**src/rtl/mult_div_unit_if.sv**
```systemverilog
// Operand/result bundle between the EX stage and the iterative multiply/divide unit.
// The master side drives requests and MTHI/MTLO writes; the slave side returns status and HI/LO.
interface mult_div_unit_if #(
   parameter int NB_REG = 32,
   parameter int NB_OP  = 2
);
   logic              i_start;
   logic [NB_OP-1:0]  i_op;
   logic [NB_REG-1:0] i_a;
   logic [NB_REG-1:0] i_b;
   logic              i_hi_we;
   logic              i_lo_we;
   logic [NB_REG-1:0] i_wdata;
   logic              o_busy;
   logic              o_done;
   logic              o_div_zero;
   logic [NB_REG-1:0] o_hi;
   logic [NB_REG-1:0] o_lo;

   modport master (
      output i_start, i_op, i_a, i_b, i_hi_we, i_lo_we, i_wdata,
      input  o_busy, o_done, o_div_zero, o_hi, o_lo
   );

   modport slave (
      input  i_start, i_op, i_a, i_b, i_hi_we, i_lo_we, i_wdata,
      output o_busy, o_done, o_div_zero, o_hi, o_lo
   );
endinterface

```
**src/rtl/mult_div_unit.sv**
```systemverilog
// Radix-2 iterative MULT/MULTU/DIV/DIVU with HI/LO registers; done NB_REG+1 cycles after start.
// No backpressure: o_busy stalls the pipeline, and start/MTHI/MTLO are ignored outside IDLE.
module mult_div_unit #(
   parameter int NB_REG = 32,
   parameter int NB_OP  = 2
) (
   input logic              i_clock,
   input logic              i_reset,
   mult_div_unit_if.slave   bus
);
   localparam int NB_CNT = $clog2(NB_REG);

   typedef enum logic [1:0] {IDLE, CALC, FIN} state_t;
   state_t state, state_next;

   logic [NB_OP-1:0]    op;
   logic [NB_REG-1:0]   opnd_m;
   logic [2*NB_REG-1:0] acc, acc_step, prod_fix;
   logic [NB_CNT-1:0]   cnt;
   logic                neg_res, neg_rem, div_zero;
   logic [NB_REG-1:0]   hi, lo, res_hi, res_lo;
   logic [NB_REG-1:0]   a_abs, b_abs;
   logic [NB_REG:0]     mul_sum, rem_sh, rem_diff;
   logic                start_ok, is_div_in, is_signed_in, b_zero;

   assign start_ok     = (state == IDLE) && bus.i_start;
   assign is_div_in    = bus.i_op[1];
   assign is_signed_in = bus.i_op[0];
   assign b_zero       = (bus.i_b == '0);
   assign a_abs        = (is_signed_in && bus.i_a[NB_REG-1]) ? -bus.i_a : bus.i_a;
   assign b_abs        = (is_signed_in && bus.i_b[NB_REG-1]) ? -bus.i_b : bus.i_b;

   always_ff @(posedge i_clock or negedge i_reset) begin
      if (!i_reset) state <= IDLE;
      else          state <= state_next;
   end

   always_comb begin
      state_next = state;
      case (state)
         IDLE: if (bus.i_start) state_next = (is_div_in && b_zero) ? FIN : CALC;
         CALC: if (cnt == NB_CNT'(NB_REG-1)) state_next = FIN;
         FIN:  state_next = IDLE;
         default: state_next = IDLE;
      endcase
   end

   // One radix-2 step: shift-add for multiply, restoring shift-subtract for divide.
   always_comb begin
      mul_sum  = {1'b0, acc[2*NB_REG-1:NB_REG]} + (acc[0] ? {1'b0, opnd_m} : '0);
      rem_sh   = acc[2*NB_REG-1:NB_REG-1];
      rem_diff = rem_sh - {1'b0, opnd_m};
      acc_step = {mul_sum, acc[NB_REG-1:1]};
      if (op[1]) begin
         if (rem_diff[NB_REG]) acc_step = {rem_sh[NB_REG-1:0], acc[NB_REG-2:0], 1'b0};
         else                  acc_step = {rem_diff[NB_REG-1:0], acc[NB_REG-2:0], 1'b1};
      end
   end

   always_comb begin
      prod_fix = neg_res ? -acc : acc;
      res_hi   = prod_fix[2*NB_REG-1:NB_REG];
      res_lo   = prod_fix[NB_REG-1:0];
      if (op[1]) begin
         res_lo = neg_res ? -acc[NB_REG-1:0] : acc[NB_REG-1:0];
         res_hi = neg_rem ? -acc[2*NB_REG-1:NB_REG] : acc[2*NB_REG-1:NB_REG];
      end
   end

   always_ff @(posedge i_clock or negedge i_reset) begin
      if (!i_reset) begin
         op       <= '0;
         opnd_m   <= '0;
         acc      <= '0;
         cnt      <= '0;
         neg_res  <= 1'b0;
         neg_rem  <= 1'b0;
         div_zero <= 1'b0;
         hi       <= '0;
         lo       <= '0;
      end else begin
         case (state)
            IDLE: begin
               if (start_ok) begin
                  op       <= bus.i_op;
                  cnt      <= '0;
                  div_zero <= is_div_in && b_zero;
                  neg_res  <= is_signed_in && !(is_div_in && b_zero)
                              && (bus.i_a[NB_REG-1] ^ bus.i_b[NB_REG-1]);
                  neg_rem  <= is_signed_in && is_div_in && !b_zero && bus.i_a[NB_REG-1];
                  if (is_div_in) begin
                     opnd_m <= b_abs;
                     // Divide-by-zero result is preloaded so FIN emits HI=a, LO=all ones.
                     acc    <= b_zero ? {bus.i_a, {NB_REG{1'b1}}} : {{NB_REG{1'b0}}, a_abs};
                  end else begin
                     opnd_m <= a_abs;
                     acc    <= {{NB_REG{1'b0}}, b_abs};
                  end
               end else begin
                  if (bus.i_hi_we) hi <= bus.i_wdata;
                  if (bus.i_lo_we) lo <= bus.i_wdata;
               end
            end
            CALC: begin
               acc <= acc_step;
               cnt <= cnt + 1'b1;
            end
            FIN: begin
               hi <= res_hi;
               lo <= res_lo;
            end
            default: ;
         endcase
      end
   end

   assign bus.o_busy     = (state == CALC);
   assign bus.o_done     = (state == FIN);
   assign bus.o_div_zero = div_zero;
   assign bus.o_hi       = (state == FIN) ? res_hi : hi;
   assign bus.o_lo       = (state == FIN) ? res_lo : lo;
endmodule

```
**src/flat_wrapper.sv**
```systemverilog
// flat-port wrapper written by rule: the top's interface ports become plain ports
module mult_div_unit_flat 
#(
   parameter int NB_REG = 32,
   parameter int NB_OP  = 2
)
  (i_clock, i_reset, bus_i_start, bus_i_op, bus_i_a, bus_i_b, bus_i_hi_we, bus_i_lo_we, bus_i_wdata, bus_o_busy, bus_o_done, bus_o_div_zero, bus_o_hi, bus_o_lo);
  mult_div_unit_if #(.NB_REG(NB_REG), .NB_OP(NB_OP)) bus_i ();
  input logic i_clock;
  input logic i_reset;
  input wire logic [$bits(bus_i.i_start)-1:0] bus_i_start;
  input wire logic [$bits(bus_i.i_op)-1:0] bus_i_op;
  input wire logic [$bits(bus_i.i_a)-1:0] bus_i_a;
  input wire logic [$bits(bus_i.i_b)-1:0] bus_i_b;
  input wire logic [$bits(bus_i.i_hi_we)-1:0] bus_i_hi_we;
  input wire logic [$bits(bus_i.i_lo_we)-1:0] bus_i_lo_we;
  input wire logic [$bits(bus_i.i_wdata)-1:0] bus_i_wdata;
  output wire logic [$bits(bus_i.o_busy)-1:0] bus_o_busy;
  output wire logic [$bits(bus_i.o_done)-1:0] bus_o_done;
  output wire logic [$bits(bus_i.o_div_zero)-1:0] bus_o_div_zero;
  output wire logic [$bits(bus_i.o_hi)-1:0] bus_o_hi;
  output wire logic [$bits(bus_i.o_lo)-1:0] bus_o_lo;
  assign bus_i.i_start = bus_i_start;
  assign bus_i.i_op = bus_i_op;
  assign bus_i.i_a = bus_i_a;
  assign bus_i.i_b = bus_i_b;
  assign bus_i.i_hi_we = bus_i_hi_we;
  assign bus_i.i_lo_we = bus_i_lo_we;
  assign bus_i.i_wdata = bus_i_wdata;
  assign bus_o_busy = bus_i.o_busy;
  assign bus_o_done = bus_i.o_done;
  assign bus_o_div_zero = bus_i.o_div_zero;
  assign bus_o_hi = bus_i.o_hi;
  assign bus_o_lo = bus_i.o_lo;
  mult_div_unit #(.NB_REG(NB_REG), .NB_OP(NB_OP)) u_core (.i_clock(i_clock), .i_reset(i_reset), .bus(bus_i));
endmodule
```
**config.mk**
```make
export PLATFORM = sky130hd
export DESIGN_NAME = mult_div_unit_flat
export DESIGN_NICKNAME = d
export VERILOG_FILES = /design/src/rtl/mult_div_unit_if.sv /design/src/rtl/mult_div_unit.sv /design/src/flat_wrapper.sv
export SDC_FILE = /design/constraint.sdc
export NUM_CORES = 1
export LEC_CHECK = 0
export CAP_MARGIN = 0
export CELL_PAD_IN_SITES_DETAIL_PLACEMENT = 0
export CELL_PAD_IN_SITES_GLOBAL_PLACEMENT = 1
export CORE_ASPECT_RATIO = 0.5
export CORE_MARGIN = 3
export CORE_UTILIZATION = 35
export DETAILED_ROUTE_END_ITERATION = 10
export GPL_TIMING_DRIVEN = 1
export PLACE_DENSITY_LB_ADDON = 0.15
export SLEW_MARGIN = 20
export SYNTH_ARGS = -nofsm -noshare
export SYNTH_HDL_FRONTEND = slang
export SYNTH_SLANG_ARGS = --single-unit
```
**constraint.sdc**
```tcl
create_clock -name i_clock -period 5.9 [get_ports i_clock]
set_input_delay 0.885 -clock i_clock [delete_from_list [all_inputs] [get_ports i_clock]]
set_output_delay 0.885 -clock i_clock [all_outputs]
set_load 0.1 [all_outputs]
```
-- Yosys cells after proc, flatten, opt, wreduce, memory -nomap -nowiden
Index checks and enable logic that the tools add are counted.
W data, S select, Z words.
- input port bits: 103
- bits in registers: 172
- word-level logic and storage cells: 77
- bitwise logic cells: 1
- equality and inequality tests: 9
- mux-type cells: 29
- reduce and logical (&&, ||, !) cells: 20
- add/subtract/negate cells: 8
- operators with widths (kind ; count):
    $mux W32 ; 14
    $mux W64 ; 6
    $neg A32 Y32 ; 4
    $pmux W32 S2 ; 2
    $pmux W64 S2 ; 1
    $neg A64 Y64 ; 1
    $add A32 B33 Y33 ; 1
    $sub A33 B32 Y33 ; 1
    $logic_not A32 Y1 ; 1
    $pmux W5 S2 ; 1
    $logic_and A1 B1 Y1 ; 9
    $ne A2 B2 Y1 const B ; 4
    $mux W2 ; 3
    $reduce_and A2 Y1 ; 3
    $reduce_and A3 Y1 ; 2
    $add A5 B1 Y5 const B ; 1
    $eq A5 B5 Y1 const B ; 1
    $mux W5 ; 1
    $ne A2 B1 Y1 const B ; 2
    $pmux W2 S2 ; 1
    $reduce_bool A2 Y1 ; 2
    $eq A2 B1 Y1 const B ; 1
    $eq A2 B2 Y1 const B ; 1
    $logic_not A1 Y1 ; 2
    other kinds (2) ; 2

-- Depth between registers and ports, before layout
Gate-level depths: netlist (run 1).
- word-level depth: 6
- mapped depth: 15

-- Worst setup path after synthesis (run 1)
No wires, ideal clock.
- path kind: register -> output
- start point: register u_core.acc[10]
- end point: output bus_o_hi[20]
- arrival time: 4.846 ns
- slack: 0.169 ns
- stages on the path, launching flop included: 11
- buffers on the path: 2
- cells stage by stage: dfrtp_1 -> buf_2 -> or4_1 -> or3_1 -> or4_1 -> or3_1 -> clkbuf_1 -> o21ai_0 -> nand2_1 -> xnor2_1 -> o21ai_0
- word-level cells in the longest chain between the ends: 4
- ends and longest elaborated chain (element ; line ; text):
    from (decl) ; mult_div_unit.sv:18 ; logic [2*NB_REG-1:0] acc, acc_step, prod_fix;
    from (signal assigned) ; mult_div_unit.sv:94 ; acc <= b_zero ? {bus.i_a, {NB_REG{1'b1}}} : {{NB_REG{1'b0}}, a_abs};
    from (signal assigned) ; mult_div_unit.sv:97 ; acc <= {{NB_REG{1'b0}}, b_abs};
    from (signal assigned) ; mult_div_unit.sv:105 ; acc <= acc_step;
    $neg A64 Y64 ; mult_div_unit.sv:61 ; prod_fix = neg_res ? -acc : acc;
    $mux W64 ; mult_div_unit.sv:61 ;
    $mux W32 ; mult_div_unit.sv:64 ; if (op[1]) begin
    $mux W32 ; mult_div_unit.sv:120 ; assign bus.o_hi = (state == FIN) ? res_hi : hi;
    to (decl) ; flat_wrapper.sv:21 ; output wire logic [$bits(bus_i.o_hi)-1:0] bus_o_hi;
No other way between the ends.

-- Final worst setup path (run 1)
- start point: register u_core.acc[40]
- end point: output bus_o_hi[29]
- word-level cells in the longest chain between the ends: 4
- elaborated cells on any way between the ends: 6
- those cells by class: 2 x add/sub; 4 x mux
- ends and longest elaborated chain (element ; line):
    $neg A64 Y64 / $neg A32 Y32 (equally long branches) ; mult_div_unit.sv:61, mult_div_unit.sv:66
    $mux W64 / $mux W32 (equally long branches) ; mult_div_unit.sv:61, mult_div_unit.sv:66
    $mux W32 * ; mult_div_unit.sv:64
    $mux W32 * ; mult_div_unit.sv:120
Mark *: on every way between the ends. The rest lies on a longest branch, timed or not.

==> results of run 1 <==
==> metrics by stage <==
step,hold WS [ns],area [sq um],util (%),worst slack (ns)
floorplan,0.450,16200,-,0.169
global placement,0.463,18300,40.2,1.16
detailed placement,0.473,18300,40.2,1.10
CTS,0.491,18900,41.6,0.801
global route,0.523,18900,41.6,0.596
finish,0.474,18900,41.6,0.743
==> layout make-up <==
| type | count | area share [%] |
|---|---|---|
| well taps | 627 | 4.15 |
| inverters | 66 | 1.32 |
| repair buffers | 203 | 9.52 |
| clock inverters | 14 | 1.05 |
| multi-input cells | 1830 | 59.0 |
| clock buffers | 18 | 2.32 |
| flip-flops and latches | 171 | 22.6 |
==> state kept, by name, indices dropped and copies added, names as in the netlist <==
signal and count:
u_core.acc 64, u_core.bus.o_div_zero 1, u_core.cnt 5, u_core.hi 32, u_core.lo 32, u_core.neg_rem 1
u_core.neg_res 1, u_core.op 1, u_core.opnd_m 32, u_core.state 2
==> layer usage <==
layer / wire length [um] / part of all wire, %
met1: 32200 / 48
met4: 1300 / 1.9
met5: 0 / 0
met3: 4650 / 6.9
met2: 29500 / 44
==> path summary, 6_finish.rpt <==
| kind | from | end | slack [ns] | cells after the start |
|---|---|---|---|---|
| hold reg to reg | u_core.opnd_m[14]$_DFFE_PN0P_ | u_core.opnd_m[14]$_DFFE_PN0P_ | 0.49 | 2 |
| setup / recovery | u_core.acc[40]$_DFFE_PN0P_ | bus_o_hi[29] | 0.74 | 10 |
| setup reg to reg | u_core.acc[31]$_DFFE_PN0P_ | u_core.acc[56]$_DFFE_PN0P_ | 1.47 | 13 |
| max in group asynchronous | i_reset | u_core.hi[22]$_DFFE_PN0P_ | 4.26 | 2 |
| min in group i_clock | u_core.opnd_m[14]$_DFFE_PN0P_ | u_core.opnd_m[14]$_DFFE_PN0P_ | 0.49 | 2 |
| hold / removal | i_reset | u_core.lo[12]$_DFFE_PN0P_ | 0.47 | 1 |
==> synth_stat cells (29+ instances only) <==
master	n	area, sq um
nand3_1	29	145
nor2_1	214	803
nor3_1	35	175
o31ai_1	31	233
clkbuf_1	130	488
nand2_1	326	1220
xnor2_1	88	771
a21oi_1	254	1270
xor2_1	83	727
inv_1	64	240
and3_1	52	325
ha_1	70	876
a31oi_1	36	225
mux2i_1	62	621
o21ai_0	183	916
dfrtp_1	171	4280
==> cell families after synthesis <==
logic type / after synthesis / share of synthesized area [%]
DFF: 171 / 26.4
AOI/OAI and AO/OA: 693 / 25.5
buffers and inverters: 215 / 5.03
xor gates and xnor gates: 171 / 9.23
muxes: 82 / 5.21
and+or+nand+nor: 812 / 23.0
adders and majority gates: 72 / 5.64
==> power by group <==
group          switching, mW  leakage [nW]  internal, mW
combinational           6.27          5.51          3.21
clock                  0.607         0.307         0.663
sequential             0.843          1.96          1.76
==> critical path: cells and delay by family (launching register included) <==
family | cells | cell delay, ns
simple gates | 8 | 2.61
buf+inv | 1 | 0.31
flops | 1 | 0.56
xor+xnor | 1 | 0.33
==> metrics.txt, run 1 <==
# TYPE chip_impl_metric gauge
chip_impl_metric{name="synth.avg_cell_area",unit="sq um"} 7.32
chip_impl_metric{name="report.final.hold_viol_count",unit=""} 0
chip_impl_metric{name="initialDrtViolationCount",unit=""} 1756
chip_impl_info{name="cts_tree",value="yes"} 1
chip_impl_info{name="worst_setup_path_type",value="register to primary output"} 1
chip_impl_metric{name="design.portCount",unit=""} 170
chip_impl_metric{name="ys_seq_elements",unit=""} 171
chip_impl_info{name="final_common_cell",value="nand2_1"} 1
chip_impl_info{name="grt_setup_unrepaired",value="no"} 1
chip_impl_metric{name="timing.max_slew.rel_slack",unit="%"} 32.8
chip_impl_metric{name="nets",unit=""} 2464
chip_impl_metric{name="fin_crit",unit="ns"} 5.16
chip_impl_metric{name="insertedDiodeCount",unit=""} 0
chip_impl_metric{name="cp.arrival",unit="ns"} 4.27
chip_impl_metric{name="grt.met3_usage",unit="%"} 5.29
chip_impl_metric{name="grt_pass1_wl",unit="um"} 101000
chip_impl_metric{name="final.setup_skew",unit="ns"} 0.0220
chip_impl_info{name="outcome",value="complete, no violations"} 1
chip_impl_metric{name="cp_data_required_time",unit="ns"} 5.02
chip_impl_metric{name="worst-slew-pin-transition",unit="ns"} 1.01
chip_impl_metric{name="timing.final.max_slew_violations",unit=""} 0
chip_impl_metric{name="met1_usage",unit="%"} 38.3
chip_impl_metric{name="place_inst",unit=""} 2897
chip_impl_metric{name="post_synth_num_cell_types",unit=""} 67
chip_impl_metric{name="worst_setup_hold_path_clk_slew",unit="ns"} 0.09
chip_impl_metric{name="wire_per_inst",unit="um"} 23.1
chip_impl_metric{name="yosys_warnings",unit=""} 0
chip_impl_metric{name="timing.max_cap.violations",unit=""} 0
chip_impl_metric{name="grt_max_degree",unit=""} 159
chip_impl_info{name="ys.flop_type",value="dfrtp_1"} 1
chip_impl_metric{name="port-buffer-count",unit=""} 169
chip_impl_metric{name="async_set_or_reset_flop_fraction_in_the_synthesized_netlist",unit="%"} 100
chip_impl_metric{name="post-route-period-util",unit="%"} 87.4
chip_impl_metric{name="grt_util_all_layers",unit="%"} 26.8
chip_impl_metric{name="gpl_wtd_cong",unit=""} 0.922
chip_impl_metric{name="setup_buffers_after_cts",unit=""} 0
chip_impl_info{name="clock-root-buffer",value="clkbuf_16"} 1
chip_impl_metric{name="groute.layer.met2.usage",unit="%"} 41.7
chip_impl_metric{name="syn_area",unit="sq mm"} 0.0162
chip_impl_metric{name="synthesis.instances",unit=""} 2216
chip_impl_metric{name="wl",unit="um"} 67700
chip_impl_metric{name="starting_density_of_the_core",unit="%"} 35.7
chip_impl_metric{name="vdd_ir_drop_max",unit="uV"} 270
chip_impl_metric{name="core_ar",unit="sq mm"} 0.0455
chip_impl_metric{name="synth_seq_area_share",unit="%"} 26.4
chip_impl_info{name="crit_path_cell_trace",value="nor4_1, nand3_1, or3_1, or3_1, nor4_1, nor3_1, xor2_1, nor2_1, nor2_1, buf_4"} 1
chip_impl_metric{name="via_count_of_the_first_global_routing_pass",unit=""} 15700
chip_impl_metric{name="cts_buffers",unit=""} 17
chip_impl_info{name="critPathCaptureType",value="primary output"} 1
chip_impl_metric{name="ctsHoldBuffers",unit=""} 0
chip_impl_metric{name="setup_total_negative_slack",unit="ns"} 0
chip_impl_metric{name="critical_path.max_fanout",unit=""} 8
chip_impl_metric{name="fp.dieW",unit="um"} 311
chip_impl_metric{name="clockBufferDepth",unit=""} 2
chip_impl_metric{name="post-dp-hpwl",unit="um"} 52100
chip_impl_metric{name="num_rows",unit=""} 55
chip_impl_metric{name="antenna_found_initial",unit=""} 1
chip_impl_metric{name="max_clock_freq",unit="MHz"} 194
chip_impl_metric{name="fp.dieH",unit="um"} 158
chip_impl_metric{name="powerDensity",unit="mW/mm^2"} 706
chip_impl_info{name="cpMaxStageDelayCell",value="nor4_1"} 1
chip_impl_metric{name="gr-total-overflow",unit=""} 0
chip_impl_metric{name="cp_peak_stage_delay",unit="ns"} 0.88
chip_impl_metric{name="cts_resized",unit=""} 0
chip_impl_metric{name="layout-drive-gt1-share",unit="%"} 7.82
chip_impl_metric{name="postRouteAntennaNets",unit=""} 0
chip_impl_metric{name="synth_enable_flop_cells",unit=""} 0
chip_impl_metric{name="cts_h_tree_depth",unit=""} 4
chip_impl_metric{name="drt-vias-per-instance",unit=""} 5.77
chip_impl_metric{name="number_of_sinks_handled_by_clock_tree_synthesis",unit=""} 171
chip_impl_metric{name="multi_input_logic_area",unit="sq mm"} 0.0112
chip_impl_metric{name="firstDrtPassIters",unit=""} 5
chip_impl_info{name="worst_setup_path_start_kind",value="register"} 1
chip_impl_metric{name="non_filler_cells_in_the_finished_layout",unit=""} 2929
chip_impl_metric{name="synth.net_count",unit=""} 2391
chip_impl_info{name="grt-busiest-layer",value="met2"} 1
chip_impl_metric{name="post-route-drc-count",unit=""} 0
chip_impl_metric{name="total_power",unit="mW"} 13.4
chip_impl_metric{name="relative_area_change_from_synthesis_to_final_layout",unit="%"} 16.6
chip_impl_info{name="hold_class",value="input pin to async pin"} 1
chip_impl_metric{name="area.sequential",unit="sq mm"} 0.00428
chip_impl_metric{name="worstSkewPairLatency",unit="ns"} 0.47
chip_impl_metric{name="p_leak",unit="nW"} 7.78
chip_impl_metric{name="vias",unit=""} 16900
chip_impl_metric{name="die_outline_area",unit="sq mm"} 0.0491
chip_impl_info{name="layout.cells.most_common_list",value="nand2_1, a21oi_1, nor2_1"} 1
chip_impl_metric{name="filler_cell_count",unit=""} 4792
chip_impl_metric{name="report.final.setup_viol",unit=""} 0
No activity file was read; power rests on OpenSTA's default activity.
==> run 2, diff against run 1 <==
--- a/config.mk
+++ b/config.mk
@@ -10,7 +10,7 @@
 export CELL_PAD_IN_SITES_GLOBAL_PLACEMENT = 1
 export CORE_ASPECT_RATIO = 0.5
 export CORE_MARGIN = 3
-export CORE_UTILIZATION = 35
+export CORE_UTILIZATION = 40
 export DETAILED_ROUTE_END_ITERATION = 10
 export GPL_TIMING_DRIVEN = 1
 export PLACE_DENSITY_LB_ADDON = 0.15
==> run 2 against run 1 <==
Compared with the run above: non-clock buffer count down 2; register-to-register slack better by 0.21 ns; via count up 0.83%; clock-buffer cell count down 1; critical endpoint is now bus_o_hi[31]; highest routed layer unchanged.
==> metrics.txt, run 2 (synthesis gave the netlist of run 1 again) <==
# TYPE chip_impl_metric gauge
chip_impl_info{name="grt_setup_unrepaired",value="no"} 1
chip_impl_metric{name="cts_buffers",unit=""} 17
chip_impl_metric{name="ctsHoldBuffers",unit=""} 0
chip_impl_metric{name="starting_density_of_the_core",unit="%"} 41.2
chip_impl_info{name="clock-root-buffer",value="clkbuf_16"} 1
chip_impl_metric{name="post-route-drc-count",unit=""} 0
chip_impl_metric{name="fin_crit",unit="ns"} 5.06
chip_impl_metric{name="timing.hold.ws",unit="ns"} 0.427
chip_impl_metric{name="nets",unit=""} 2462
chip_impl_metric{name="timing.max_cap.violations",unit=""} 0
chip_impl_metric{name="postRouteAntennaNets",unit=""} 0
chip_impl_metric{name="insertedDiodeCount",unit=""} 0
chip_impl_info{name="worst_setup_path_start_kind",value="register"} 1
chip_impl_metric{name="powerDensity",unit="mW/mm^2"} 706
chip_impl_metric{name="grt_max_degree",unit=""} 93
chip_impl_metric{name="grt_util_all_layers",unit="%"} 29.2
chip_impl_metric{name="p_leak",unit="nW"} 7.73
chip_impl_metric{name="post-route-period-util",unit="%"} 85.7
chip_impl_info{name="critPathCaptureType",value="primary output"} 1
chip_impl_metric{name="initialDrtViolationCount",unit=""} 1933
chip_impl_metric{name="drt-vias-per-instance",unit=""} 6.02
chip_impl_metric{name="vias",unit=""} 17000
chip_impl_metric{name="core_ar",unit="sq mm"} 0.0394
chip_impl_info{name="layout.cells.most_common_list",value="nand2_1, a21oi_1, nor2_1"} 1
chip_impl_metric{name="worst-slew-pin-transition",unit="ns"} 1.09
chip_impl_metric{name="layout-drive-gt1-share",unit="%"} 7.13
chip_impl_metric{name="total_power",unit="mW"} 13.2
chip_impl_metric{name="fp.dieH",unit="um"} 148
chip_impl_metric{name="via_count_of_the_first_global_routing_pass",unit=""} 15400
chip_impl_metric{name="report.final.setup_viol",unit=""} 0
chip_impl_metric{name="vdd_ir_drop_max",unit="uV"} 539
chip_impl_metric{name="setup_total_negative_slack",unit="ns"} 0
chip_impl_metric{name="cts_h_tree_depth",unit=""} 4
chip_impl_metric{name="port-buffer-count",unit=""} 169
chip_impl_metric{name="design.portCount",unit=""} 170
chip_impl_metric{name="cp_data_required_time",unit="ns"} 5.02
chip_impl_metric{name="wl",unit="um"} 65300
chip_impl_metric{name="max_clock_freq",unit="MHz"} 198
chip_impl_metric{name="number_of_sinks_handled_by_clock_tree_synthesis",unit=""} 171
chip_impl_metric{name="timing.reg2reg.worst_path_depth",unit=""} 13
chip_impl_metric{name="regToRegSetupSlack",unit="ns"} 1.68
chip_impl_metric{name="num_rows",unit=""} 51
chip_impl_info{name="critical_path.reg2reg.endpoint",value="u_core.acc[61]$_DFFE_PN0P_"} 1
chip_impl_metric{name="wire_per_inst",unit="um"} 23.1
chip_impl_metric{name="timing.final.max_slew_violations",unit=""} 0
chip_impl_info{name="cts_tree",value="yes"} 1
chip_impl_metric{name="final.setup_skew",unit="ns"} 0.0153
chip_impl_metric{name="report.final.hold_viol_count",unit=""} 0
chip_impl_info{name="outcome",value="complete, no violations"} 1
chip_impl_metric{name="gpl_wtd_cong",unit=""} 0.955
chip_impl_metric{name="grt_pass1_wl",unit="um"} 97400
chip_impl_metric{name="clockBufferDepth",unit=""} 2
chip_impl_metric{name="gr-total-overflow",unit=""} 0
chip_impl_metric{name="largest_register_ffs",unit=""} 64
chip_impl_info{name="worst_setup_path_type",value="register to primary output"} 1
chip_impl_info{name="final_common_cell",value="nand2_1"} 1
chip_impl_metric{name="setup_buffers_after_cts",unit=""} 0
chip_impl_info{name="critical_path.reg2reg.startpoint",value="u_core.acc[0]$_DFFE_PN0P_"} 1
chip_impl_metric{name="cts_resized",unit=""} 0
chip_impl_metric{name="relative_area_change_from_synthesis_to_final_layout",unit="%"} 15.5
chip_impl_metric{name="worst_setup_hold_path_clk_slew",unit="ns"} 0.08
chip_impl_metric{name="antenna_found_initial",unit=""} 1
chip_impl_info{name="hold_class",value="input pin to async pin"} 1
chip_impl_metric{name="cp.arrival",unit="ns"} 4.17
chip_impl_metric{name="timing.max_slew.rel_slack",unit="%"} 27.4
chip_impl_metric{name="firstDrtPassIters",unit=""} 5
chip_impl_metric{name="fp.dieW",unit="um"} 291
chip_impl_metric{name="die_outline_area",unit="sq mm"} 0.0432
chip_impl_metric{name="post-dp-hpwl",unit="um"} 50300
chip_impl_metric{name="worstSkewPairLatency",unit="ns"} 0.46
chip_impl_metric{name="critical_path.max_fanout",unit=""} 6
chip_impl_info{name="top_register",value="u_core.acc"} 1
## run 2: changes by cell type in the layout (fill, tap and decap cells not counted), sizes merged
cell           change
bufinv             -2
clkinvlp           +1
clkdlybuf4s50     +15
clkbuf             -2
buf               -16
inv                +1
## run 2: how the worst max path moves through the flow
stage | end | depth (start not counted) | from | slack (ns)
2_1_floorplan | bus_o_hi[20] | 10 | u_core.acc[10]$_DFFE_PN0P_ | 0.17
3_3_place_gp | u_core.acc[63]$_DFFE_PN0P_ | 10 | bus_i_b[23] | 1.30
3_5_place_dp | u_core.acc[11]$_DFFE_PN0P_ | 9 | bus_i_b[23] | 1.22
4_1_cts | bus_o_hi[19] | 10 | u_core.acc[12]$_DFFE_PN0P_ | 0.83
5_1_grt | bus_o_hi[16] | 10 | u_core.acc[12]$_DFFE_PN0P_ | 0.59
6_report | bus_o_hi[31] | 10 | u_core.acc[12]$_DFFE_PN0P_ | 0.84
## run 2: metal layers
metal	GRT usage, %	share of wire [%]
met5	0	0
met4	7.06	2.0
met3	6.98	9.1
met2	43.1	42
met1	42.8	46
## run 2: cell type report
| type | count | area, sq um |
|---|---|---|
| Sequential cell | 171 | 4280 |
| Fill cell | 4076 | 20700 |
| Tap cell | 530 | 663 |
| Timing Repair Buffer | 201 | 1810 |
| Multi-Input combinational cell | 1830 | 11200 |
| Clock buffer | 17 | 425 |
| Inverter | 66 | 250 |
| Clock inverter | 14 | 156 |
## run 2: report_power, final
part | switching, mW | internal (mW)
Sequential | 0.847 | 1.76
Clock | 0.602 | 0.566
Combinational | 6.23 | 3.24
Total | 7.68 | 5.56
## run 2: worst max-delay path, stage by stage, from the launching register on
cell     delay (ns)
dfrtp_1        0.45
or4_1          0.58
or3_1          0.37
or4_1          0.61
or4_4          0.56
o21ai_0        0.22
nand3_1        0.13
xnor2_1        0.28
nand2_1        0.11
nand2_1        0.12
buf_4          0.29
## run 2: stage by stage
stage                     setup slack [ns]  std cells  instance area (sq um)  util [%]
final                                0.844       2829                  18800      47.5
after global routing                 0.595       2829                  18800      47.5
after CTS                            0.827       2829                  18700      47.5
after detailed placement              1.22       2798                  18200      46.1
after global placement                1.30       2798                  18200      46.1
after floorplan                      0.169       2216                  16200         -
==> run 3, diff against run 2 <==
--- a/config.mk
+++ b/config.mk
@@ -11,6 +11,7 @@
 export CORE_ASPECT_RATIO = 0.5
 export CORE_MARGIN = 3
 export CORE_UTILIZATION = 40
+export CTS_BUF_LIST = sky130_fd_sc_hd__clkbuf_4
 export DETAILED_ROUTE_END_ITERATION = 10
 export GPL_TIMING_DRIVEN = 1
 export PLACE_DENSITY_LB_ADDON = 0.15
==> run 3 against run 2 <==
Compared with the run above: wire length shrank 0.10%; via count grew 0.23%; sequential power is essentially flat; total power shrank 3.3%; clock skew grew 0.026 ns; final cell count is essentially flat; utilization shrank 0.75 points; sequential share of layout area grew 0.37 points.
==> metrics.txt, run 3 (synthesis gave the netlist of run 1 again) <==
# TYPE chip_impl_metric gauge
chip_impl_info{name="outcome",value="complete, no violations"} 1
chip_impl_metric{name="num_rows",unit=""} 51
chip_impl_metric{name="cts_buffers",unit=""} 17
chip_impl_metric{name="worst_setup_hold_path_clk_slew",unit="ns"} 0.20
chip_impl_metric{name="clockBufferDepth",unit=""} 2
chip_impl_metric{name="port-buffer-count",unit=""} 169
chip_impl_metric{name="largest_register_ffs",unit=""} 64
chip_impl_info{name="cpMaxStageDelayCell",value="or4_1"} 1
chip_impl_metric{name="setup_total_negative_slack",unit="ns"} 0
chip_impl_metric{name="layout-drive-gt1-share",unit="%"} 7.13
chip_impl_info{name="final_common_cell",value="nand2_1"} 1
chip_impl_metric{name="vdd_ir_drop_max",unit="uV"} 548
chip_impl_info{name="critPathCaptureType",value="primary output"} 1
chip_impl_metric{name="report.final.hold_viol_count",unit=""} 0
chip_impl_info{name="hold_class",value="input pin to async pin"} 1
chip_impl_metric{name="initialDrtViolationCount",unit=""} 1975
chip_impl_metric{name="grt_max_degree",unit=""} 93
chip_impl_metric{name="firstDrtPassIters",unit=""} 5
chip_impl_metric{name="die_outline_area",unit="sq mm"} 0.0432
chip_impl_metric{name="timing.max_cap.violations",unit=""} 0
chip_impl_metric{name="nets",unit=""} 2462
chip_impl_metric{name="number_of_sinks_handled_by_clock_tree_synthesis",unit=""} 171
chip_impl_metric{name="fin_crit",unit="ns"} 5.28
chip_impl_metric{name="finalCoreUtilization",unit="%"} 46.8
chip_impl_metric{name="fp.dieH",unit="um"} 148
chip_impl_metric{name="ctsHoldBuffers",unit=""} 0
chip_impl_metric{name="report.final.setup_viol",unit=""} 0
chip_impl_metric{name="final.setup_skew",unit="ns"} 0.0417
chip_impl_metric{name="via_count_of_the_first_global_routing_pass",unit=""} 15400
chip_impl_metric{name="setup_buffers_after_cts",unit=""} 0
chip_impl_metric{name="postLayoutCellArea",unit="sq mm"} 0.0185
chip_impl_info{name="clock-root-buffer",value="clkbuf_4"} 1
chip_impl_metric{name="design.portCount",unit=""} 170
chip_impl_metric{name="cp.arrival",unit="ns"} 4.39
chip_impl_metric{name="starting_density_of_the_core",unit="%"} 41.2
chip_impl_metric{name="vias",unit=""} 17100
chip_impl_metric{name="drt-vias-per-instance",unit=""} 6.04
chip_impl_metric{name="relative_area_change_from_synthesis_to_final_layout",unit="%"} 13.7
chip_impl_info{name="layout.cells.most_common_list",value="nand2_1, a21oi_1, nor2_1"} 1
chip_impl_info{name="worst_setup_path_type",value="register to primary output"} 1
chip_impl_metric{name="wire_per_inst",unit="um"} 23.0
chip_impl_metric{name="cp_peak_stage_delay",unit="ns"} 0.61
chip_impl_metric{name="grt_util_all_layers",unit="%"} 29.1
chip_impl_info{name="worst_setup_path_start_kind",value="register"} 1
chip_impl_metric{name="core_ar",unit="sq mm"} 0.0394
chip_impl_metric{name="max_clock_freq",unit="MHz"} 189
chip_impl_metric{name="cp_data_required_time",unit="ns"} 5.02
chip_impl_metric{name="post-route-drc-count",unit=""} 0
chip_impl_metric{name="wl",unit="um"} 65200
chip_impl_metric{name="timing.max_slew.rel_slack",unit="%"} 27.1
chip_impl_info{name="top_register",value="u_core.acc"} 1
chip_impl_metric{name="postRouteAntennaNets",unit=""} 0
chip_impl_metric{name="worstSkewPairLatency",unit="ns"} 0.66
chip_impl_metric{name="cts_h_tree_depth",unit=""} 4
chip_impl_metric{name="critical_path.max_fanout",unit=""} 6
chip_impl_metric{name="postPlaceCellArea",unit="sq mm"} 0.0182
chip_impl_info{name="crit_path_cell_trace",value="or4_1, or3_1, or4_1, or4_4, o21ai_0, nand3_1, xnor2_1, nand2_1, nand2_1, buf_4"} 1
chip_impl_metric{name="timing.final.max_slew_violations",unit=""} 0
chip_impl_metric{name="gr-total-overflow",unit=""} 0
chip_impl_info{name="grt_setup_unrepaired",value="no"} 1
chip_impl_metric{name="post-dp-hpwl",unit="um"} 50300
chip_impl_metric{name="p_leak",unit="nW"} 7.60
chip_impl_metric{name="powerDensity",unit="mW/mm^2"} 694
chip_impl_metric{name="post-route-period-util",unit="%"} 89.5
chip_impl_metric{name="antenna_found_initial",unit=""} 4
chip_impl_metric{name="gpl_wtd_cong",unit=""} 0.955
chip_impl_metric{name="fp.dieW",unit="um"} 291
chip_impl_info{name="cts_tree",value="yes"} 1
chip_impl_metric{name="cts_resized",unit=""} 0
chip_impl_metric{name="worst-slew-pin-transition",unit="ns"} 1.09
chip_impl_metric{name="grt_pass1_wl",unit="um"} 97000
## run 3: cell count changes in the layout (fill, tap and decap cells not counted)
cell       change
clkbuf_16     -17
clkbuf_4      +17
diode_2        +1
## run 3: worst paths after layout
check                                                   start                             to  slack [ns]  cells past startpoint
min in group i_clock            u_core.opnd_m[12]$_DFFE_PN0P_  u_core.opnd_m[12]$_DFFE_PN0P_        0.51                      2
worst min-delay path                                  i_reset      u_core.lo[15]$_DFFE_PN0P_        0.20                      1
worst min register to register  u_core.opnd_m[12]$_DFFE_PN0P_  u_core.opnd_m[12]$_DFFE_PN0P_        0.51                      2
worst max-delay path               u_core.acc[12]$_DFFE_PN0P_                   bus_o_hi[31]        0.62                     10
max in group asynchronous                             i_reset  u_core.opnd_m[30]$_DFFE_PN0P_        4.38                      2
worst max register to register      u_core.acc[0]$_DFFE_PN0P_     u_core.acc[62]$_DFFE_PN0P_        1.63                     13
## run 3: routing by layer
metal	part of all wire [%]	GRT usage, %	vias up
met3	9.0	6.00	80
li1	-	-	8070
met2	42	43.2	734
met1	46	42.7	8194
met4	2.3	7.66	2
met5	0.21	2.22	-
## run 3: layout make-up
class	count	area (sq um)
fill	4101	21000
clock buffer	17	128
inverter	66	250
tap	530	663
clock inverter	14	156
sequential	171	4280
antenna	1	2.50
multi-input combinational	1830	11200
timing repair buffer	201	1810
## run 3: report_power, final
part           total [mW]  leakage [nW]  switching [mW]  internal [mW]
clock network       0.738         0.148           0.546          0.192
logic                9.47          5.49            6.23           3.24
registers            2.60          1.96           0.847           1.75
## run 3: through the flow
step | power [mW] | cells | hold WS, ns | setup WS, ns
5_1_grt | 13.7 | 2830 | 0.204 | 0.364
2_1_floorplan | 9.31 | 2216 | 0.450 | 0.169
4_1_cts | 12.7 | 2829 | 0.196 | 0.574
6_report | 12.8 | 2830 | 0.202 | 0.622
3_3_place_gp | 11.9 | 2798 | 0.467 | 1.30
3_5_place_dp | 11.9 | 2798 | 0.474 | 1.22
## run 3: critical path, delay by kind of cell, from the launching register on
family	cells	cell delay [ns]
AND/OR/NAND/NOR	7	2.48
AO/OA/AOI/OAI	1	0.22
flip-flops	1	0.48
XOR/XNOR	1	0.28
buffers and inverters	1	0.29
